**config.mk**
```make
export PLATFORM = sky130hd
export DESIGN_NAME = mem_stage_access_flat
export DESIGN_NICKNAME = d
export VERILOG_FILES = /design/src/rtl/mem_stage_access_pkg.sv /design/src/rtl/mem_stage_access_if.sv /design/src/rtl/mem_stage_access_load_extract.sv /design/src/rtl/mem_stage_access.sv /design/src/flat_wrapper.sv
export SDC_FILE = /design/constraint.sdc
export NUM_CORES = 1
export LEC_CHECK = 0
export ABC_AREA = 1
export BUFFER_PORTS_ARGS = -buffer_cell sky130_fd_sc_hd__buf_2
export CAP_MARGIN = 20
export CORE_AREA = 2 2 131 133
export CTS_CLUSTER_SIZE = 14
export DETAILED_ROUTE_END_ITERATION = 10
export DIE_AREA = 0 0 133 135
export PLACE_DENSITY = 0.81
export SLEW_MARGIN = 25
export SYNTH_ARGS = -nofsm -noshare
export SYNTH_HDL_FRONTEND = slang
export SYNTH_SLANG_ARGS = --single-unit
```
**constraint.sdc**
```tcl
create_clock -name clock -period 1.9 [get_ports clock]
set_input_delay 0.285 -clock clock [delete_from_list [all_inputs] [get_ports clock]]
set_output_delay 0.285 -clock clock [all_outputs]
set_load 0.01 [all_outputs]
```
**src/rtl/mem_stage_access_pkg.sv**
```systemverilog
// Shared types for the memory-stage access unit: load/store option codes,
// FSM states, byte-strobe constants and the misalignment rule.
package mem_access_pkg;

    typedef enum logic [2:0] {
        LD_LW  = 3'd0,
        LD_LB  = 3'd1,
        LD_LBU = 3'd2,
        LD_LH  = 3'd3,
        LD_LHU = 3'd4
    } load_opt_e;

    typedef enum logic [1:0] {
        ST_SW = 2'd0,
        ST_SB = 2'd1,
        ST_SH = 2'd2
    } store_opt_e;

    typedef enum logic [1:0] {
        S_IDLE = 2'd0,
        S_REQ  = 2'd1,
        S_WAIT = 2'd2,
        S_DONE = 2'd3
    } state_e;

    localparam logic [3:0] STRB_WORD    = 4'b1111;
    localparam logic [3:0] STRB_HALF_LO = 4'b0011;
    localparam logic [3:0] STRB_HALF_HI = 4'b1100;
    localparam logic [3:0] STRB_BYTE0   = 4'b0001;

    // EX/MEM bundle captured while a memory transaction is in flight
    typedef struct packed {
        logic        regwrite;
        logic        memtoreg;
        logic [31:0] alu;
        logic [4:0]  wreg;
        logic [2:0]  lopt;
        logic [31:0] pc;
        logic [2:0]  pcsrc;
    } hold_t;

    // Word ops need addr[1:0]==0, halfword ops need addr[0]==0; bytes never trap
    function automatic logic is_misaligned(input logic [1:0] addr_lo,
                                           input logic       is_store,
                                           input logic [2:0] lopt,
                                           input logic [1:0] sopt);
        logic mis;
        mis = (addr_lo != 2'b00);
        if (is_store) begin
            case (sopt)
                ST_SB:   mis = 1'b0;
                ST_SH:   mis = addr_lo[0];
                default: mis = (addr_lo != 2'b00);
            endcase
        end else begin
            case (lopt)
                LD_LB, LD_LBU: mis = 1'b0;
                LD_LH, LD_LHU: mis = addr_lo[0];
                default:       mis = (addr_lo != 2'b00);
            endcase
        end
        return mis;
    endfunction

endpackage

```
**src/rtl/mem_stage_access_if.sv**
```systemverilog
// Request/grant/response data-memory port between the memory stage and memory.
interface mem_stage_access_if #(
    parameter int ADDR_W = 32
);
    logic              mem_req;
    logic              mem_we;
    logic [ADDR_W-1:0] mem_addr;
    logic [31:0]       mem_wdata;
    logic [3:0]        mem_wstrb;
    logic              mem_gnt;
    logic              mem_rvalid;
    logic [31:0]       mem_rdata;

    modport master (
        output mem_req, mem_we, mem_addr, mem_wdata, mem_wstrb,
        input  mem_gnt, mem_rvalid, mem_rdata
    );

    modport slave (
        input  mem_req, mem_we, mem_addr, mem_wdata, mem_wstrb,
        output mem_gnt, mem_rvalid, mem_rdata
    );
endinterface

```
**src/rtl/mem_stage_access_load_extract.sv**
```systemverilog
// Combinational load lane select and sign/zero extension (little-endian).
module load_extract
    import mem_access_pkg::*;
(
    input  logic [31:0] rdata_i,
    input  logic [1:0]  addr_lo_i,
    input  logic [2:0]  load_option_i,
    output logic [31:0] data_o
);

    logic [7:0]  byteSel;
    logic [15:0] halfSel;

    always_comb begin
        byteSel = rdata_i[7:0];
        case (addr_lo_i)
            2'd1:    byteSel = rdata_i[15:8];
            2'd2:    byteSel = rdata_i[23:16];
            2'd3:    byteSel = rdata_i[31:24];
            default: byteSel = rdata_i[7:0];
        endcase
        halfSel = addr_lo_i[1] ? rdata_i[31:16] : rdata_i[15:0];

        case (load_option_i)
            LD_LB:   data_o = {{24{byteSel[7]}}, byteSel};
            LD_LBU:  data_o = {24'd0, byteSel};
            LD_LH:   data_o = {{16{halfSel[15]}}, halfSel};
            LD_LHU:  data_o = {16'd0, halfSel};
            default: data_o = rdata_i;
        endcase
    end

endmodule

```
**src/rtl/mem_stage_access.sv**
```systemverilog
// Memory-stage access unit: stalls the pipeline while a load/store runs on the
// data-memory port. Optional trap on misaligned accesses: MEM_MISALIGN_TRAP_EN.
module mem_stage_access
    import mem_access_pkg::*;
#(
    parameter int ADDR_W = 32
) (
    input  logic              clock,
    input  logic              reset,
    input  logic              EX_valid,
    input  logic              EX_RegWrite,
    input  logic              EX_MemtoReg,
    input  logic              EX_MemWrite,
    input  logic [31:0]       EX_Alu_Result,
    input  logic [31:0]       EX_Store_Data,
    input  logic [4:0]        EX_WriteReg,
    input  logic [2:0]        EX_load_option,
    input  logic [1:0]        EX_store_option,
    input  logic [31:0]       EX_PC,
    input  logic [2:0]        EX_PCSrc,
    mem_stage_access_if.master mem,
    output logic              stall,
    output logic              ME_valid,
    output logic              ME_RegWrite,
    output logic              ME_MemtoReg,
    output logic [31:0]       ME_Alu_Result,
    output logic [31:0]       ME_Dout,
    output logic [31:0]       ME_PC,
    output logic [4:0]        ME_WriteReg,
    output logic [2:0]        ME_load_option,
    output logic [2:0]        ME_PCSrc,
    output logic              misalign
);

    state_e            state_q, state_d;
    hold_t             hold_q, hold_d;
    logic [ADDR_W-1:0] addr_q, addr_d;
    logic              we_q, we_d;
    logic [31:0]       wdata_q, wdata_d;
    logic [3:0]        wstrb_q, wstrb_d;
    logic [31:0]       dout_q, dout_d;
    logic              mis_q, mis_d;

    logic        memOp;
    logic        trapNow;
    logic [3:0]  stStrb;
    logic [31:0] stData;
    logic [31:0] loadData;

    assign memOp = EX_valid & (EX_MemtoReg | EX_MemWrite);

`ifdef MEM_MISALIGN_TRAP_EN
    assign trapNow = is_misaligned(EX_Alu_Result[1:0], EX_MemWrite,
                                   EX_load_option, EX_store_option);
`else
    assign trapNow = 1'b0;
`endif

    // Store lane alignment: replicate the narrow datum and enable only its lanes
    always_comb begin
        stStrb = STRB_WORD;
        stData = EX_Store_Data;
        case (EX_store_option)
            ST_SB: begin
                stStrb = STRB_BYTE0 << EX_Alu_Result[1:0];
                stData = {4{EX_Store_Data[7:0]}};
            end
            ST_SH: begin
                stStrb = EX_Alu_Result[1] ? STRB_HALF_HI : STRB_HALF_LO;
                stData = {2{EX_Store_Data[15:0]}};
            end
            default: begin
                stStrb = STRB_WORD;
                stData = EX_Store_Data;
            end
        endcase
    end

    load_extract uLoadExtract (
        .rdata_i       (mem.mem_rdata),
        .addr_lo_i     (hold_q.alu[1:0]),
        .load_option_i (hold_q.lopt),
        .data_o        (loadData)
    );

    always_comb begin
        state_d = state_q;
        hold_d  = hold_q;
        addr_d  = addr_q;
        we_d    = we_q;
        wdata_d = wdata_q;
        wstrb_d = wstrb_q;
        dout_d  = dout_q;
        mis_d   = mis_q;

        stall          = 1'b0;
        ME_valid       = 1'b0;
        ME_RegWrite    = 1'b0;
        ME_MemtoReg    = 1'b0;
        ME_Alu_Result  = 32'd0;
        ME_Dout        = 32'd0;
        ME_PC          = 32'd0;
        ME_WriteReg    = 5'd0;
        ME_load_option = 3'd0;
        ME_PCSrc       = 3'd0;

        unique case (state_q)
            S_IDLE: begin
                if (memOp) begin
                    stall            = 1'b1;
                    hold_d.regwrite  = EX_RegWrite;
                    hold_d.memtoreg  = EX_MemtoReg;
                    hold_d.alu       = EX_Alu_Result;
                    hold_d.wreg      = EX_WriteReg;
                    hold_d.lopt      = EX_load_option;
                    hold_d.pc        = EX_PC;
                    hold_d.pcsrc     = EX_PCSrc;
                    addr_d           = {EX_Alu_Result[ADDR_W-1:2], 2'b00};
                    we_d             = EX_MemWrite;
                    wdata_d          = stData;
                    wstrb_d          = stStrb;
                    dout_d           = 32'd0;
                    mis_d            = trapNow;
                    state_d          = trapNow ? S_DONE : S_REQ;
                end else begin
                    ME_valid       = EX_valid;
                    ME_RegWrite    = EX_RegWrite;
                    ME_MemtoReg    = EX_MemtoReg;
                    ME_Alu_Result  = EX_Alu_Result;
                    ME_PC          = EX_PC;
                    ME_WriteReg    = EX_WriteReg;
                    ME_load_option = EX_load_option;
                    ME_PCSrc       = EX_PCSrc;
                end
            end
            S_REQ: begin
                stall = 1'b1;
                if (mem.mem_gnt) begin
                    state_d = we_q ? S_DONE : S_WAIT;
                end
            end
            S_WAIT: begin
                stall = 1'b1;
                if (mem.mem_rvalid) begin
                    dout_d  = loadData;
                    state_d = S_DONE;
                end
            end
            S_DONE: begin
                ME_valid       = 1'b1;
                ME_RegWrite    = hold_q.regwrite & ~mis_q;
                ME_MemtoReg    = hold_q.memtoreg;
                ME_Alu_Result  = hold_q.alu;
                ME_Dout        = dout_q;
                ME_PC          = hold_q.pc;
                ME_WriteReg    = hold_q.wreg;
                ME_load_option = hold_q.lopt;
                ME_PCSrc       = hold_q.pcsrc;
                state_d        = S_IDLE;
            end
            default: state_d = S_IDLE;
        endcase
    end

    always_ff @(posedge clock) begin
        if (reset) begin
            state_q <= S_IDLE;
            hold_q  <= '0;
            addr_q  <= '0;
            we_q    <= 1'b0;
            wdata_q <= 32'd0;
            wstrb_q <= 4'd0;
            dout_q  <= 32'd0;
            mis_q   <= 1'b0;
        end else begin
            state_q <= state_d;
            hold_q  <= hold_d;
            addr_q  <= addr_d;
            we_q    <= we_d;
            wdata_q <= wdata_d;
            wstrb_q <= wstrb_d;
            dout_q  <= dout_d;
            mis_q   <= mis_d;
        end
    end

    assign mem.mem_req   = (state_q == S_REQ);
    assign mem.mem_we    = we_q;
    assign mem.mem_addr  = addr_q;
    assign mem.mem_wdata = wdata_q;
    assign mem.mem_wstrb = wstrb_q;
    assign misalign      = (state_q == S_DONE) & mis_q;

endmodule

```
**src/flat_wrapper.sv**
```systemverilog
// flat-port wrapper written by rule: the top's interface ports become plain ports
module mem_stage_access_flat import mem_access_pkg::*;
#(
    parameter int ADDR_W = 32
)
  (clock, reset, EX_valid, EX_RegWrite, EX_MemtoReg, EX_MemWrite, EX_Alu_Result, EX_Store_Data, EX_WriteReg, EX_load_option, EX_store_option, EX_PC, EX_PCSrc, stall, ME_valid, ME_RegWrite, ME_MemtoReg, ME_Alu_Result, ME_Dout, ME_PC, ME_WriteReg, ME_load_option, ME_PCSrc, misalign, mem_mem_req, mem_mem_we, mem_mem_addr, mem_mem_wdata, mem_mem_wstrb, mem_mem_gnt, mem_mem_rvalid, mem_mem_rdata);
  mem_stage_access_if #(.ADDR_W(ADDR_W)) mem_i ();
  input  logic clock;
  input  logic reset;
  input  logic EX_valid;
  input  logic EX_RegWrite;
  input  logic EX_MemtoReg;
  input  logic EX_MemWrite;
  input  logic [31:0] EX_Alu_Result;
  input  logic [31:0] EX_Store_Data;
  input  logic [4:0] EX_WriteReg;
  input  logic [2:0] EX_load_option;
  input  logic [1:0] EX_store_option;
  input  logic [31:0] EX_PC;
  input  logic [2:0] EX_PCSrc;
  output logic stall;
  output logic ME_valid;
  output logic ME_RegWrite;
  output logic ME_MemtoReg;
  output logic [31:0] ME_Alu_Result;
  output logic [31:0] ME_Dout;
  output logic [31:0] ME_PC;
  output logic [4:0] ME_WriteReg;
  output logic [2:0] ME_load_option;
  output logic [2:0] ME_PCSrc;
  output logic misalign;
  output wire logic [$bits(mem_i.mem_req)-1:0] mem_mem_req;
  output wire logic [$bits(mem_i.mem_we)-1:0] mem_mem_we;
  output wire logic [$bits(mem_i.mem_addr)-1:0] mem_mem_addr;
  output wire logic [$bits(mem_i.mem_wdata)-1:0] mem_mem_wdata;
  output wire logic [$bits(mem_i.mem_wstrb)-1:0] mem_mem_wstrb;
  input wire logic [$bits(mem_i.mem_gnt)-1:0] mem_mem_gnt;
  input wire logic [$bits(mem_i.mem_rvalid)-1:0] mem_mem_rvalid;
  input wire logic [$bits(mem_i.mem_rdata)-1:0] mem_mem_rdata;
  assign mem_mem_req = mem_i.mem_req;
  assign mem_mem_we = mem_i.mem_we;
  assign mem_mem_addr = mem_i.mem_addr;
  assign mem_mem_wdata = mem_i.mem_wdata;
  assign mem_mem_wstrb = mem_i.mem_wstrb;
  assign mem_i.mem_gnt = mem_mem_gnt;
  assign mem_i.mem_rvalid = mem_mem_rvalid;
  assign mem_i.mem_rdata = mem_mem_rdata;
  mem_stage_access #(.ADDR_W(ADDR_W)) u_core (.clock(clock), .reset(reset), .EX_valid(EX_valid), .EX_RegWrite(EX_RegWrite), .EX_MemtoReg(EX_MemtoReg), .EX_MemWrite(EX_MemWrite), .EX_Alu_Result(EX_Alu_Result), .EX_Store_Data(EX_Store_Data), .EX_WriteReg(EX_WriteReg), .EX_load_option(EX_load_option), .EX_store_option(EX_store_option), .EX_PC(EX_PC), .EX_PCSrc(EX_PCSrc), .mem(mem_i), .stall(stall), .ME_valid(ME_valid), .ME_RegWrite(ME_RegWrite), .ME_MemtoReg(ME_MemtoReg), .ME_Alu_Result(ME_Alu_Result), .ME_Dout(ME_Dout), .ME_PC(ME_PC), .ME_WriteReg(ME_WriteReg), .ME_load_option(ME_load_option), .ME_PCSrc(ME_PCSrc), .misalign(misalign));
endmodule
```
# Yosys cells after proc, flatten, opt, wreduce, memory -nomap -nowiden
# Cells that the tools add are included.
[totals] inputBits=149 word_cells=70 ff_bits=178 out_inout_bits=182
[op_classes] reduce_logical=6 n_eq_ne=15 n_shift=1 muxes=33 bitwise_logic=2
[op_table] cell="32-bit one-hot mux with 2 select lines" n=4
[op_table] cell="32-bit two-way mux" n=5
[op_table] cell="32-bit one-hot mux with 4 select lines" n=1
[op_table] cell="8-bit one-hot mux with 3 select lines" n=1
[op_table] cell="16-bit two-way mux" n=1
[op_table] cell="3-bit one-hot mux with 2 select lines" n=2
[op_table] cell="2-bit == test, second input constant" n=5
[op_table] cell="5-bit one-hot mux with 2 select lines" n=1
[op_table] cell="1-bit one-hot mux with 2 select lines" n=4
[op_table] cell="2-bit one-hot mux with 4 select lines" n=1
[op_table] cell="4-bit one-hot mux with 2 select lines" n=1
[op_table] cell="2-bit by 1-bit == test with 1-bit output, second input constant" n=3
[op_table] cell="3-bit by 2-bit == test with 1-bit output, second input constant" n=2
[op_table] cell="2-bit two-way mux" n=3
[op_table] cell="3-bit two-way mux" n=2
[op_table] cell="3-bit AND reduction" n=2
[op_table] cell="1-bit two-way mux" n=5
[op_table] cell="5-bit two-way mux" n=1
[op_table] cell="4-bit two-way mux" n=1
[op_table] cell="2-bit by 1-bit != test with 1-bit output, second input constant" n=2
[op_table] cell="1-bit by 2-bit << shifter with 4-bit output, first input constant" n=1
[op_table] cell="3-bit by 1-bit == test with 1-bit output, second input constant" n=1
[op_table] cell="3-bit == test, second input constant" n=1
[op_table] cell="2-bit zero test" n=1
[op_table] cell="other kinds (6)" n=6

# Longest topological paths before layout
[depth] ltp_word=5 ltp_mapped=10 ltp_nobuf=8

# Hierarchy
# From an unflattened synthesis, not the netlist that was laid out.
[hier_totals] cells_unflattened=1335 hier_area_um2=8852.2
[modules_own_cells] mod="mem_stage_access" cells_per_inst=1138 n_inst=1 area_each_um2=7523.5 seq_area_each_um2=2962.8
[modules_own_cells] mod="load_extract" cells_per_inst=197 n_inst=1 area_each_um2=1328.8 seq_area_each_um2=0.0

# Worst setup path after synthesis
# No wires, ideal clock.
[synth_timing] path_kind="register to output" start="reg u_core.state_q[0]" end="out ME_Alu_Result[17]" t_arrival_ps=1494 required_ps=1615 path_slack_ps=121 path_stages_with_launch=9 path_buffers=2 cell_sequence="dfxtp_1 -> inv_1 -> ha_1 -> inv_2 -> nor2_4 -> buf_4 -> buf_2 -> nand2_1 -> a21oi_1"
[synth_via] elab_chain_len=2 elab_cells_between_ends=3 cone_classes="eq/ne: 1; mux: 1; reduce/logical: 1"
[synth_lines] item="start, declared" line="mem_stage_access.sv:35" source="state_e state_q, state_d;"
[synth_lines] item="start signal, assigned" line="mem_stage_access.sv:176" source="state_q <= state_d;"
[synth_lines] item="2-bit == test / 2-bit zero test (equally long branches)" line="mem_stage_access.sv:107" source="unique case (state_q)"
[synth_lines] item="32-bit one-hot mux with 2 select lines (*)" line="mem_stage_access.sv:107"
[synth_lines] item="end, declared" line="flat_wrapper.sv:25" source="output logic [31:0] ME_Alu_Result;"
# Every way passes the cells marked *; elsewhere a longest branch is shown, timed or not.

# Worst setup path after layout
[layout_timing] start="reg u_core.state_q[0]" end="out ME_Alu_Result[11]"
# The elaborated chain is that of the path after synthesis.

==> results.cfg <==
[layout]
final_area_um2 = 11400
syn_to_final_growth_pct = 42.2
fin_cells = 1783
num-fill-cells = 1321
fin_nets = 1706
drive_gt1_share_pct = 35.3

[setup_path]
rr_startpoint = u_core.state_q[0]
path_max_fanout = 7
crit_arrival_ns = 1.97
worstSetupPathType = flop to output pin
end_kind = output pin
cp-startpoint = u_core.state_q[0]
worstPathRequired_ns = 1.62
cp-start-kind = flop

[logic_synthesis]
synth_seq_cells = 148
syn_inst = 1262
yosys_warnings = 0
synth_cell_types = 31
synth_top_area_share_pct = 36.9
yosys.area.top_type = dfxtp_1
async_reset_ff_share_pct = 0
syn_avg_cell_area_um2 = 6.36
ys.flop_type = dfxtp_1
synth_most_common_cell = nand2_1
synthTopCellsByCount = nand2_1, a21oi_1, nor2_1
yosysSeqAreaShare_pct = 36.9
syn_area_um2 = 8020
synth_edf_count = 0
synth.area.top_cells = dfxtp_1, nand2_1, a21oi_1

[sta]
tightest_slew_ns = 0.536
hold_violations = 0
clock.fmax_ghz = 0.443
min_period_over_period_pct = 119
max_slew_margin_pct = 64.1
setup_viol = 136
setup_ws_ns = -0.355
holdWs_ns = 0.105
tns_ns = -21.33
skew_ns = 0.0108
period_needed_ns = 2.26
slew_viol_final = 0
rsz0062_at_grt = true

[clock_tree]
cts-root-buf = clkbuf_16
cts_tree = built
path_clk_slew_ns = 0.06
cts_max_level = 4
cts_sinks = 148
holdBufCountCts = 0
clkLatencyLatePin_ns = 0.42
numCtsBuffers = 17
cts.path.max_buffers = 2

[routing]
drc = 0
routed-via-count = 9838
wl_um = 29600
dr.pass1.iters = 8
postRouteAntennaNets = 0
viasPerCell = 5.52
drt_iter0_markers = 1196
wl_per_cell_um = 16.6

[power]
netSwitchingFraction_pct = 43.1
pwr-share-seq_pct = 24.2
clkPwrFrac_pct = 20.3
p_comb_share_pct = 55.5
p_per_area_nw_per_um2 = 1500
intPower_mw = 9.77
power.leakage_nw = 5.75
vdd_ir_drop_max_mv = 0.831
net-switching-power_mw = 7.39

[hold_path]
hp-start = EX_PC[22]
hold_path.class = primary input to flop

[placed_design]
gp_congestion = 0.882
postPlaceCellArea_um2 = 9650
port_buffers = 327
dp_cells = 1715
hpwl_um = 17500

[global_route]
gr-usage-all-layers_pct = 29.3
gr-total-overflow = 0
antenna_found_initial = 3
grt_pass1_vias = 8626
grt_max_degree = 112
grt_pass1_wl_um = 42800

[job]
cap_violations = 0

[die]
rows = 47
die-area_um2 = 18000
pin_count = 331
initial_core_util_pct = 48.9
die_x_um = 133
die_h_um = 135
core_area_um2 = 16400

[status]
violations = setup timing
outcome = finished, violations left
## cell families after synthesis
kind of cell,count (synthesis),synth area share (%)
AO/OA/AOI/OAI,327,21.0
adder cells (fa/ha/maj),7,1.09
buffers and inverters,210,12.3
flip-flops,148,36.9
other,1,0.0467
AND/OR/NAND/NOR,569,28.7
## metrics by stage
step           power (mW)  util [%]  setup WS, ns
2_1_floorplan        8.60         -         0.121
3_3_place_gp         10.9      58.8        0.0945
3_5_place_dp         11.0      58.8        0.0726
4_1_cts              15.7      65.1        -0.221
5_1_grt              18.0      69.5        -0.440
6_report             17.2      69.5        -0.355
## flip-flops by register name, indices dropped and copies added, names as in the netlist
signal and flops:
u_core.mem.mem_addr 1, u_core.mem.mem_we 1, u_core.dout_q 32, u_core.hold_q 76, u_core.mem.mem_wdata 32, u_core.state_q 2
u_core.mem.mem_wstrb 4
## repair_timing
item,in CTS,in global routing
gates cloned,8,5
buffers inserted,12,13
gates resized for setup,37,136
pin swaps,5,37
hold endpoints to repair,0,0
setup endpoints to repair,79,95
## worst paths after layout
check	to	cells after the start	slack (ns)
setup reg to reg	u_core.dout_q[0]	14	-0.06
hold / removal	u_core.hold_q[25]	3	0.10
setup / recovery	ME_Alu_Result[11]	11	-0.36
hold reg to reg	u_core.dout_q[20]	2	0.46
## final cells by class
cell class | count | area [µm²] | share of cell area, %
clock buffer | 19 | 433 | 3.79
inverter | 85 | 327 | 2.86
tap | 220 | 275 | 2.41
timing repair buffer | 392 | 2630 | 23.1
antenna | 3 | 7.51 | 0.0658
multi-input combinational | 906 | 4610 | 40.4
clock inverter | 10 | 160 | 1.40
sequential | 148 | 2970 | 26.0
## layout by cell type, fill, tap and decap left out, types with 3 or more instances in the layout
cell       netlist  routed
buf_2           27     325
nand2_1        333     282
nor2_1         167     167
a21oi_1        199     148
dfxtp_1        148     146
o21ai_0        113     113
inv_1           78      75
nand3_1         54      54
a21oi_2          1      50
nand2_4          3      32
buf_4           35      26
nand2_2          0      22
clkbuf_16        0      21
buf_12           0      17
a22o_1           8       8
buf_16           0       8
buf_6            2       8
inv_2            4       5
clkinv_2         1       5
ha_1             7       5
nor2_4           3       4
bufinv_16        0       4
buf_8            1       4
diode_2          0       3
nand4_1          3       3
conb_1           1       3
## worst max-delay path, stage by stage (launching register included)
cell and delay [ns]:
dfxtp_2 0.33, inv_2 0.08, ha_4 0.16, inv_4 0.04, nor2_4 0.09, buf_6 0.12
buf_12 0.10, buf_8 0.11, buf_16 0.14, nand2_1 0.07, a21oi_1 0.15, buf_2 0.15
## power groups by stage
stage / combinational (mW) / sequential (mW) / clock [mW]
6_report: 9.52 / 4.16 / 3.48
5_1_grt: 10.1 / 4.22 / 3.64
4_1_cts: 8.09 / 4.13 / 3.50
2_1_floorplan: 4.42 / 4.19 / 0
3_3_place_gp: 6.80 / 4.15 / 0
3_5_place_dp: 6.87 / 4.17 / 0
## routing by layer
metal  GRT usage [%]  wire [µm]
met5               0          0
met4            14.9       1170
met3            5.97       2630
met2            48.3      14400
met1            36.5      11400
Note: power is estimated with default switching activity, not from simulation.
